--- config.mk ---
export PLATFORM = sky130hd
export DESIGN_NAME = tlul_mem_arbiter_flat
export DESIGN_NICKNAME = d
export VERILOG_FILES = /design/src/rtl/tlul_mem_arbiter_pkg.sv /design/src/rtl/tlul_pkg.sv /design/src/rtl/tlul_mem_arbiter_if.sv /design/src/rtl/tlul_arb_route_fifo.sv /design/src/rtl/tlul_mem_arbiter.sv /design/src/flat_wrapper.sv
export SDC_FILE = /design/constraint.sdc
export NUM_CORES = 1
export LEC_CHECK = 0
export CORE_AREA = 2 2 161 163
export CTS_CLUSTER_SIZE = 8
export DETAILED_ROUTE_END_ITERATION = 12
export DIE_AREA = 0 0 163 165
export PLACE_DENSITY = 0.57
export SETUP_SLACK_MARGIN = 0.15
export SYNTH_ARGS = -nofsm -noshare
export SYNTH_HDL_FRONTEND = slang
export SYNTH_SLANG_ARGS = --single-unit
--- constraint.sdc ---
create_clock -name clk_i -period 1.95 [get_ports clk_i]
set_input_delay 0.39 -clock clk_i [delete_from_list [all_inputs] [get_ports clk_i]]
set_output_delay 0.39 -clock clk_i [all_outputs]
set_load 0.05 [all_outputs]
--- src/rtl/tlul_mem_arbiter_pkg.sv ---
// Helpers for the main-memory arbiter: host-index sizing and round-robin wrap.
package tlul_mem_arbiter_pkg;

  function automatic int unsigned idx_width(input int unsigned n);
    return (n > 1) ? $clog2(n) : 1;
  endfunction

  function automatic int unsigned wrap_add(input int unsigned base, input int unsigned off,
                                           input int unsigned n);
    return (base + off) % n;
  endfunction

endpackage

--- src/rtl/tlul_pkg.sv ---
// Minimal TL-UL channel types shared by the memory-side blocks.
// Field widths follow a 32-bit address/data TL-UL profile.
package tlul_pkg;

  localparam int unsigned TL_AW  = 32;
  localparam int unsigned TL_DW  = 32;
  localparam int unsigned TL_AIW = 8;
  localparam int unsigned TL_DIW = 1;
  localparam int unsigned TL_SZW = 2;
  localparam int unsigned TL_DBW = TL_DW / 8;

  typedef enum logic [2:0] {
    PutFullData    = 3'h0,
    PutPartialData = 3'h1,
    Get            = 3'h4
  } tl_a_op_e;

  typedef enum logic [2:0] {
    AccessAck     = 3'h0,
    AccessAckData = 3'h1
  } tl_d_op_e;

  typedef struct packed {
    logic              a_valid;
    tl_a_op_e          a_opcode;
    logic [2:0]        a_param;
    logic [TL_SZW-1:0] a_size;
    logic [TL_AIW-1:0] a_source;
    logic [TL_AW-1:0]  a_address;
    logic [TL_DBW-1:0] a_mask;
    logic [TL_DW-1:0]  a_data;
    logic              d_ready;
  } tl_h2d_t;

  typedef struct packed {
    logic              d_valid;
    tl_d_op_e          d_opcode;
    logic [2:0]        d_param;
    logic [TL_SZW-1:0] d_size;
    logic [TL_AIW-1:0] d_source;
    logic [TL_DIW-1:0] d_sink;
    logic [TL_DW-1:0]  d_data;
    logic              d_error;
    logic              a_ready;
  } tl_d2h_t;

endpackage

--- src/rtl/tlul_mem_arbiter_if.sv ---
// Bus bundle around the arbiter: host-side TL-UL ports and the single memory-side port.
// slave = arbiter view, master = hosts/memory environment view.
interface tlul_mem_arbiter_if #(
  parameter int unsigned NumHosts = 2
);

  tlul_pkg::tl_h2d_t tl_h_i [NumHosts];
  tlul_pkg::tl_d2h_t tl_h_o [NumHosts];
  tlul_pkg::tl_h2d_t tl_d_o;
  tlul_pkg::tl_d2h_t tl_d_i;

  modport master (output tl_h_i, output tl_d_i, input tl_h_o, input tl_d_o);
  modport slave  (input tl_h_i, input tl_d_i, output tl_h_o, output tl_d_o);

endinterface

--- src/rtl/tlul_arb_route_fifo.sv ---
// In-order routing FIFO: remembers which host owns each outstanding memory request.
// Push is refused when full and pop when empty, so callers may drive them freely.
module tlul_arb_route_fifo #(
  parameter  int unsigned Width = 1,
  parameter  int unsigned Depth = 4,
  localparam int unsigned PtrW  = $clog2(Depth),
  localparam int unsigned CntW  = $clog2(Depth + 1)
) (
  input  logic             clk_i,
  input  logic             rst_ni,
  input  logic             push_i,
  input  logic [Width-1:0] wdata_i,
  input  logic             pop_i,
  output logic [Width-1:0] rdata_o,
  output logic             full_o,
  output logic             empty_o,
  output logic [CntW-1:0]  count_o
);

  logic [Width-1:0] mem_q [Depth];
  logic [PtrW-1:0]  wptr_q, rptr_q;
  logic [CntW-1:0]  count_q;
  logic             do_push, do_pop;

  assign full_o  = (count_q == CntW'(Depth));
  assign empty_o = (count_q == '0);
  assign do_push = push_i & ~full_o;
  assign do_pop  = pop_i & ~empty_o;
  assign rdata_o = mem_q[rptr_q];
  assign count_o = count_q;

  // NOTE: storage is deliberately not reset; only entries below count_q are ever read.
  always_ff @(posedge clk_i) begin
    if (do_push) mem_q[wptr_q] <= wdata_i;
  end

  // NOTE: non-blocking assignments so every register samples pre-edge values.
  always_ff @(posedge clk_i or negedge rst_ni) begin
    if (!rst_ni) begin
      wptr_q  <= '0;
      rptr_q  <= '0;
      count_q <= '0;
    end else begin
      if (do_push) wptr_q <= wptr_q + PtrW'(1);
      if (do_pop)  rptr_q <= rptr_q + PtrW'(1);
      case ({do_push, do_pop})
        2'b10:   count_q <= count_q + CntW'(1);
        2'b01:   count_q <= count_q - CntW'(1);
        default: count_q <= count_q;
      endcase
    end
  end

endmodule

--- src/rtl/tlul_mem_arbiter.sv ---
// Shares one TL-UL main-memory port between NumHosts hosts: round-robin A arbitration
// with grant lock, and in-order D steering via a routing FIFO of host indices.
module tlul_mem_arbiter
  import tlul_pkg::*;
  import tlul_mem_arbiter_pkg::*;
#(
  parameter  int unsigned NumHosts       = 2,
  parameter  int unsigned MaxOutstanding = 4,
  localparam int unsigned CntW           = $clog2(MaxOutstanding + 1)
) (
  input  logic                clk_i,
  input  logic                rst_ni,
  tlul_mem_arbiter_if.slave   bus,
  output logic                unexpected_rsp_o,
  output logic [CntW-1:0]     outstanding_o
);

  localparam int unsigned IdxW = idx_width(NumHosts);
  typedef logic [IdxW-1:0] idx_t;

  idx_t rr_q, lock_idx_q, winner, grant_idx, head_idx;
  logic lock_q, fifo_full, fifo_empty, a_fwd, a_hs, d_ready_dn, d_hs;

  // Scan downward so the lowest offset from rr_q is the last (winning) assignment.
  // NOTE: default assigned first so no path through this block can infer a latch.
  always_comb begin
    winner = rr_q;
    for (int k = NumHosts - 1; k >= 0; k--) begin
      if (bus.tl_h_i[wrap_add(32'(rr_q), k, NumHosts)].a_valid)
        winner = idx_t'(wrap_add(32'(rr_q), k, NumHosts));
    end
  end

  assign grant_idx  = lock_q ? lock_idx_q : winner;
  assign a_fwd      = bus.tl_h_i[grant_idx].a_valid & ~fifo_full;
  assign a_hs       = a_fwd & bus.tl_d_i.a_ready;
  // With nothing outstanding a stray beat is accepted and dropped rather than stalling memory.
  assign d_ready_dn = fifo_empty ? 1'b1 : bus.tl_h_i[head_idx].d_ready;
  assign d_hs       = bus.tl_d_i.d_valid & d_ready_dn;

  assign unexpected_rsp_o = bus.tl_d_i.d_valid & fifo_empty;

  always_comb begin
    bus.tl_d_o         = bus.tl_h_i[grant_idx];
    bus.tl_d_o.a_valid = a_fwd;
    bus.tl_d_o.d_ready = d_ready_dn;
  end

  always_comb begin
    for (int i = 0; i < NumHosts; i++) begin
      bus.tl_h_o[i]         = bus.tl_d_i;
      bus.tl_h_o[i].a_ready = (idx_t'(i) == grant_idx) & bus.tl_d_i.a_ready & ~fifo_full;
      bus.tl_h_o[i].d_valid = (idx_t'(i) == head_idx) & ~fifo_empty & bus.tl_d_i.d_valid;
    end
  end

  // A forwarded-but-stalled request pins the grant so a_valid/payload stay stable downstream.
  always_ff @(posedge clk_i or negedge rst_ni) begin
    if (!rst_ni) begin
      rr_q       <= '0;
      lock_q     <= 1'b0;
      lock_idx_q <= '0;
    end else if (a_hs) begin
      rr_q   <= idx_t'(wrap_add(32'(grant_idx), 1, NumHosts));
      lock_q <= 1'b0;
    end else if (a_fwd && !lock_q) begin
      lock_q     <= 1'b1;
      lock_idx_q <= grant_idx;
    end
  end

  tlul_arb_route_fifo #(
    .Width (IdxW),
    .Depth (MaxOutstanding)
  ) u_route_fifo (
    .clk_i   (clk_i),
    .rst_ni  (rst_ni),
    .push_i  (a_hs),
    .wdata_i (grant_idx),
    .pop_i   (d_hs),
    .rdata_o (head_idx),
    .full_o  (fifo_full),
    .empty_o (fifo_empty),
    .count_o (outstanding_o)
  );

endmodule

--- src/flat_wrapper.sv ---
// flat-port wrapper written by rule: the top's interface ports become plain ports
module tlul_mem_arbiter_flat import tlul_pkg::*; import tlul_mem_arbiter_pkg::*;
#(
  parameter  int unsigned NumHosts       = 2,
  parameter  int unsigned MaxOutstanding = 4,
  localparam int unsigned CntW           = $clog2(MaxOutstanding + 1)
)
  (clk_i, rst_ni, unexpected_rsp_o, outstanding_o, bus_tl_h_i, bus_tl_d_i, bus_tl_h_o, bus_tl_d_o);
  tlul_mem_arbiter_if #(.NumHosts(NumHosts)) bus_i ();
  input  logic clk_i;
  input  logic rst_ni;
  output logic unexpected_rsp_o;
  output logic [CntW-1:0] outstanding_o;
  input wire logic [$bits(bus_i.tl_h_i)-1:0] bus_tl_h_i;
  input wire logic [$bits(bus_i.tl_d_i)-1:0] bus_tl_d_i;
  output wire logic [$bits(bus_i.tl_h_o)-1:0] bus_tl_h_o;
  output wire logic [$bits(bus_i.tl_d_o)-1:0] bus_tl_d_o;
  assign bus_i.tl_h_i = {>>{bus_tl_h_i}};
  assign bus_i.tl_d_i = bus_tl_d_i;
  assign bus_tl_h_o = {>>{bus_i.tl_h_o}};
  assign bus_tl_d_o = bus_i.tl_d_o;
  tlul_mem_arbiter #(.NumHosts(NumHosts), .MaxOutstanding(MaxOutstanding)) u_core (.clk_i(clk_i), .rst_ni(rst_ni), .bus(bus_i), .unexpected_rsp_o(unexpected_rsp_o), .outstanding_o(outstanding_o));
endmodule
==> metrics <==
outcome=finished with violations; violated checks=negative setup slack; Post-Syn Instances=270; grt ovf=0; # rows=slightly below 60; Worst-path clk slew=0.05 ns; total power=around 0.012 W; Syn Nets=~500; Final Hold Viols=0; crit start category=flip-flop; Tmin final=2.31 ns; r2r startpoint=u_core.u_route_fifo.rptr_q[1]; Final GP Congestion=about 0.66; Least-Margin Pin Slew=0.486 ns; CTS sink count=14; Data required, critical path=between 1.5 and 2 ns; reg2reg setup slack=-0.20 ns; proportion of synthesized area in mux cells=between 30% and 40%; Max IR drop VDD=approximately 0.83 mV; critical path class=reg -> out; Die Y=about 170 um; Detailed Route WL=~13,000 um; worst reg-to-reg path cell count=10; Setup WS pre-CTS=-0.728 ns; Hold Buf Count CTS=0; DP Wirelength=10,800 um; Skew-Pair Late Insertion Delay=~0.24 ns; Adder-Cell Fraction of Synth Area=3.19%; nets@finish=~720; Final Hold Slack=0.482 ns; Syn. warnings=0; RR Endpoint=u_core.u_route_fifo.count_o[2]; CP max FO=7; Synth Area in Simple Gates=around 5.3%; FMAX=between 400 and 500 MHz; IO buf count=around 270; #FFs+latches synth=14; CP Cell Sequence=nor2_2, o31ai_4, buf_12, buf_12, buf_12, mux2_4, buf_8; Finished Core Util=approximately a quarter; CTS Buffer Depth=2; final worst path period share=119%; vias after detailed routing=roughly 2,700; final antenna-violating net count=0; H-Tree Level Count=1; Synth Area per Inst=~9.6 sq um; sequential area share after synthesis=approximately 14%; Total GRT Usage=under 10%; vias in the first global route=2,693; # fillers=around 2,700; ant diodes=0; main combinational cell family by area after synthesis=multiplexers; final setup fails=89; crit path max-delay cell type=dfrtp_2; PD cells=between 1500 and 2000 mW/mm^2; static leakage=between 2 and 3 nW; synthesized cell area=0.00259 sq mm; first-pass GRT wire length=about 17,000 um; Synth cell types=31; Post-synth ARST share=71.4%; Via-to-Cell Ratio=3.24; Initial Util=approximately 10%; most common cell in the synthesized netlist=buf_4; WL/cell=15.7 um; CTS tree=built; Worst setup EP type=output port; CTS Root Cell=clkbuf_16; leading area contributor after synthesis=buf_4; Post-synth top cells=buf_4, mux2_2, mux2_1; arrival time worst endpoint=approximately 1.9 ns; Final Skew=around 0.0017 ns; synth top area cells=buf_4, mux2_2, mux2_1; IO Count=420; unrepaired setup endpoints after global routing=true; initial antenna violation count=0; DIE WIDTH=about 160 um; Post-Synth XOR/XNOR Area=around 1.7%; Synth Area in Compound Gates=under 10%; slew margin rel.=between 60% and 70%; largest net degree at the start of global routing=12; share of layout cells above drive strength 1=a little under three fifths; P&R area growth vs syn=142%; Max Cap Violations=0; final setup margin=-0.361 ns; CP peak stage delay=around 0.41 ns; DRC=0; most frequent CP cell=buf_12; most used flip-flop cell after synthesis=dfrtp_1; top cell type's share of synthesized area=a little under a third; DRT iter0 DRCs=between 40 and 50; total die area=about 0.027 sq mm; core area=between 0.02 and 0.03 sq mm; Pre-Repair DR Iteration Count=4; hold crit path type=in -> async; fin. max-slew vios=0; Post-synth EDFFs=4; total clock buffers created by CTS=3
worst max-delay path: cells and delay by family (launching register included):
kind                   cells  cell delay [ns]
buffers and inverters      4             0.57
AO/OA/AOI/OAI              1             0.29
multiplexers               1             0.33
AND/OR/NAND/NOR            1             0.06
flip-flops                 1             0.41
logic make-up after synthesis:
group / Yosys count
multiplexers: 92
AO/OA/AOI/OAI: 10
AND/OR/NAND/NOR: 25
XOR/XNOR: 5
flip-flops: 14
adder cells (fa/ha/maj): 6
buffers and inverters: 118
repair_timing:
item	in CTS	in global routing
cloned	3	0
endpoints found under the setup margin	102	94
pin swaps	10	4
gates resized for setup	120	10
setup buffers	14	3
how the worst max path moves through the flow:
stage | from | end | slack (ns) | cells past startpoint
finish | u_core.rr_q | bus_tl_d_o[45] | -0.36 | 7
global route | u_core.rr_q | bus_tl_d_o[45] | -0.43 | 7
CTS | u_core.rr_q | bus_tl_d_o[45] | -0.38 | 7
detailed placement | bus_tl_h_i[85] | bus_tl_d_o[45] | -0.73 | 7
global placement | bus_tl_h_i[85] | bus_tl_d_o[45] | -0.69 | 7
floorplan | u_core.u_route_fifo.count_o[2] | u_core.u_route_fifo.count_o[2] | -0.16 | 10
layer usage:
layer / GRT usage (%) / wire [um] / up-vias
li1: - / - / 1257
met1: 8.92 / 4430 / 1178
met2: 13.1 / 6060 / 207
met3: 5.60 / 2150 / 13
met4: 2.05 / 206 / 0
met5: 0 / 0 / -
layout make-up:
type                       count  area [sq um]  share of cell area [%]
timing repair buffer         326          3550                    56.5
tap                          330           413                    6.57
sequential                    14           377                    5.99
inverter                       7          26.3                   0.418
multi-input combinational    138          1840                    29.3
clock buffer                   4          78.8                    1.25
power breakdown:
group	internal, W	total (W)	leakage (nW)	switching (W)
clock network	0.000276	0.000390	0.0382	0.000114
logic	0.00521	0.0106	2.61	0.00540
registers	0.000461	0.000586	0.146	0.000125
placed cells by master, fill, tap and decap left out, drive strengths merged:
| cell type | netlist | final |
|---|---|---|
| a21boi | 1 | 1 |
| a21oi | 1 | 1 |
| a2bb2oi | 1 | 1 |
| a31oi | 1 | 1 |
| and2 | 4 | 4 |
| buf | 111 | 150 |
| clkbuf | 0 | 4 |
| clkdlybuf4s15 | 0 | 2 |
| clkdlybuf4s50 | 0 | 173 |
| dfrtp | 10 | 10 |
| dlygate4sd2 | 0 | 1 |
| edfxtp | 4 | 4 |
| fa | 1 | 1 |
| ha | 5 | 5 |
| inv | 7 | 7 |
| mux2 | 85 | 85 |
| mux2i | 7 | 7 |
| nand2 | 3 | 3 |
| nand2b | 2 | 2 |
| nor2 | 8 | 8 |
| nor2b | 2 | 2 |
| nor3 | 2 | 2 |
| nor3b | 2 | 2 |
| nor4b | 1 | 1 |
| o21ai | 2 | 2 |
| o21ba | 1 | 1 |
| o31a | 1 | 1 |
| o31ai | 2 | 2 |
| or3 | 1 | 1 |
| xnor2 | 2 | 2 |
| xor2 | 3 | 3 |
registers in the layout (all words and copies together) (netlist names):
signal	count
u_core.u_route_fifo.rptr_q	2
u_core.u_route_fifo.wptr_q	2
u_core.lock_q	1
u_core.u_route_fifo.mem_q	4
u_core.lock_idx_q	1
u_core.rr_q	1
u_core.u_route_fifo.count_o	3
stage by stage:
| step | TNS, ns | cell area (sq um) | std cells |
|---|---|---|---|
| floorplan | -3.82 | 3030 | 270 |
| global placement | -56.11 | 5510 | 796 |
| detailed placement | -59.79 | 5510 | 796 |
| CTS | -29.70 | 6230 | 817 |
| global route | -34.20 | 6280 | 819 |
| finish | -27.45 | 6280 | 819 |
Note: power is estimated with default switching activity, not from simulation.
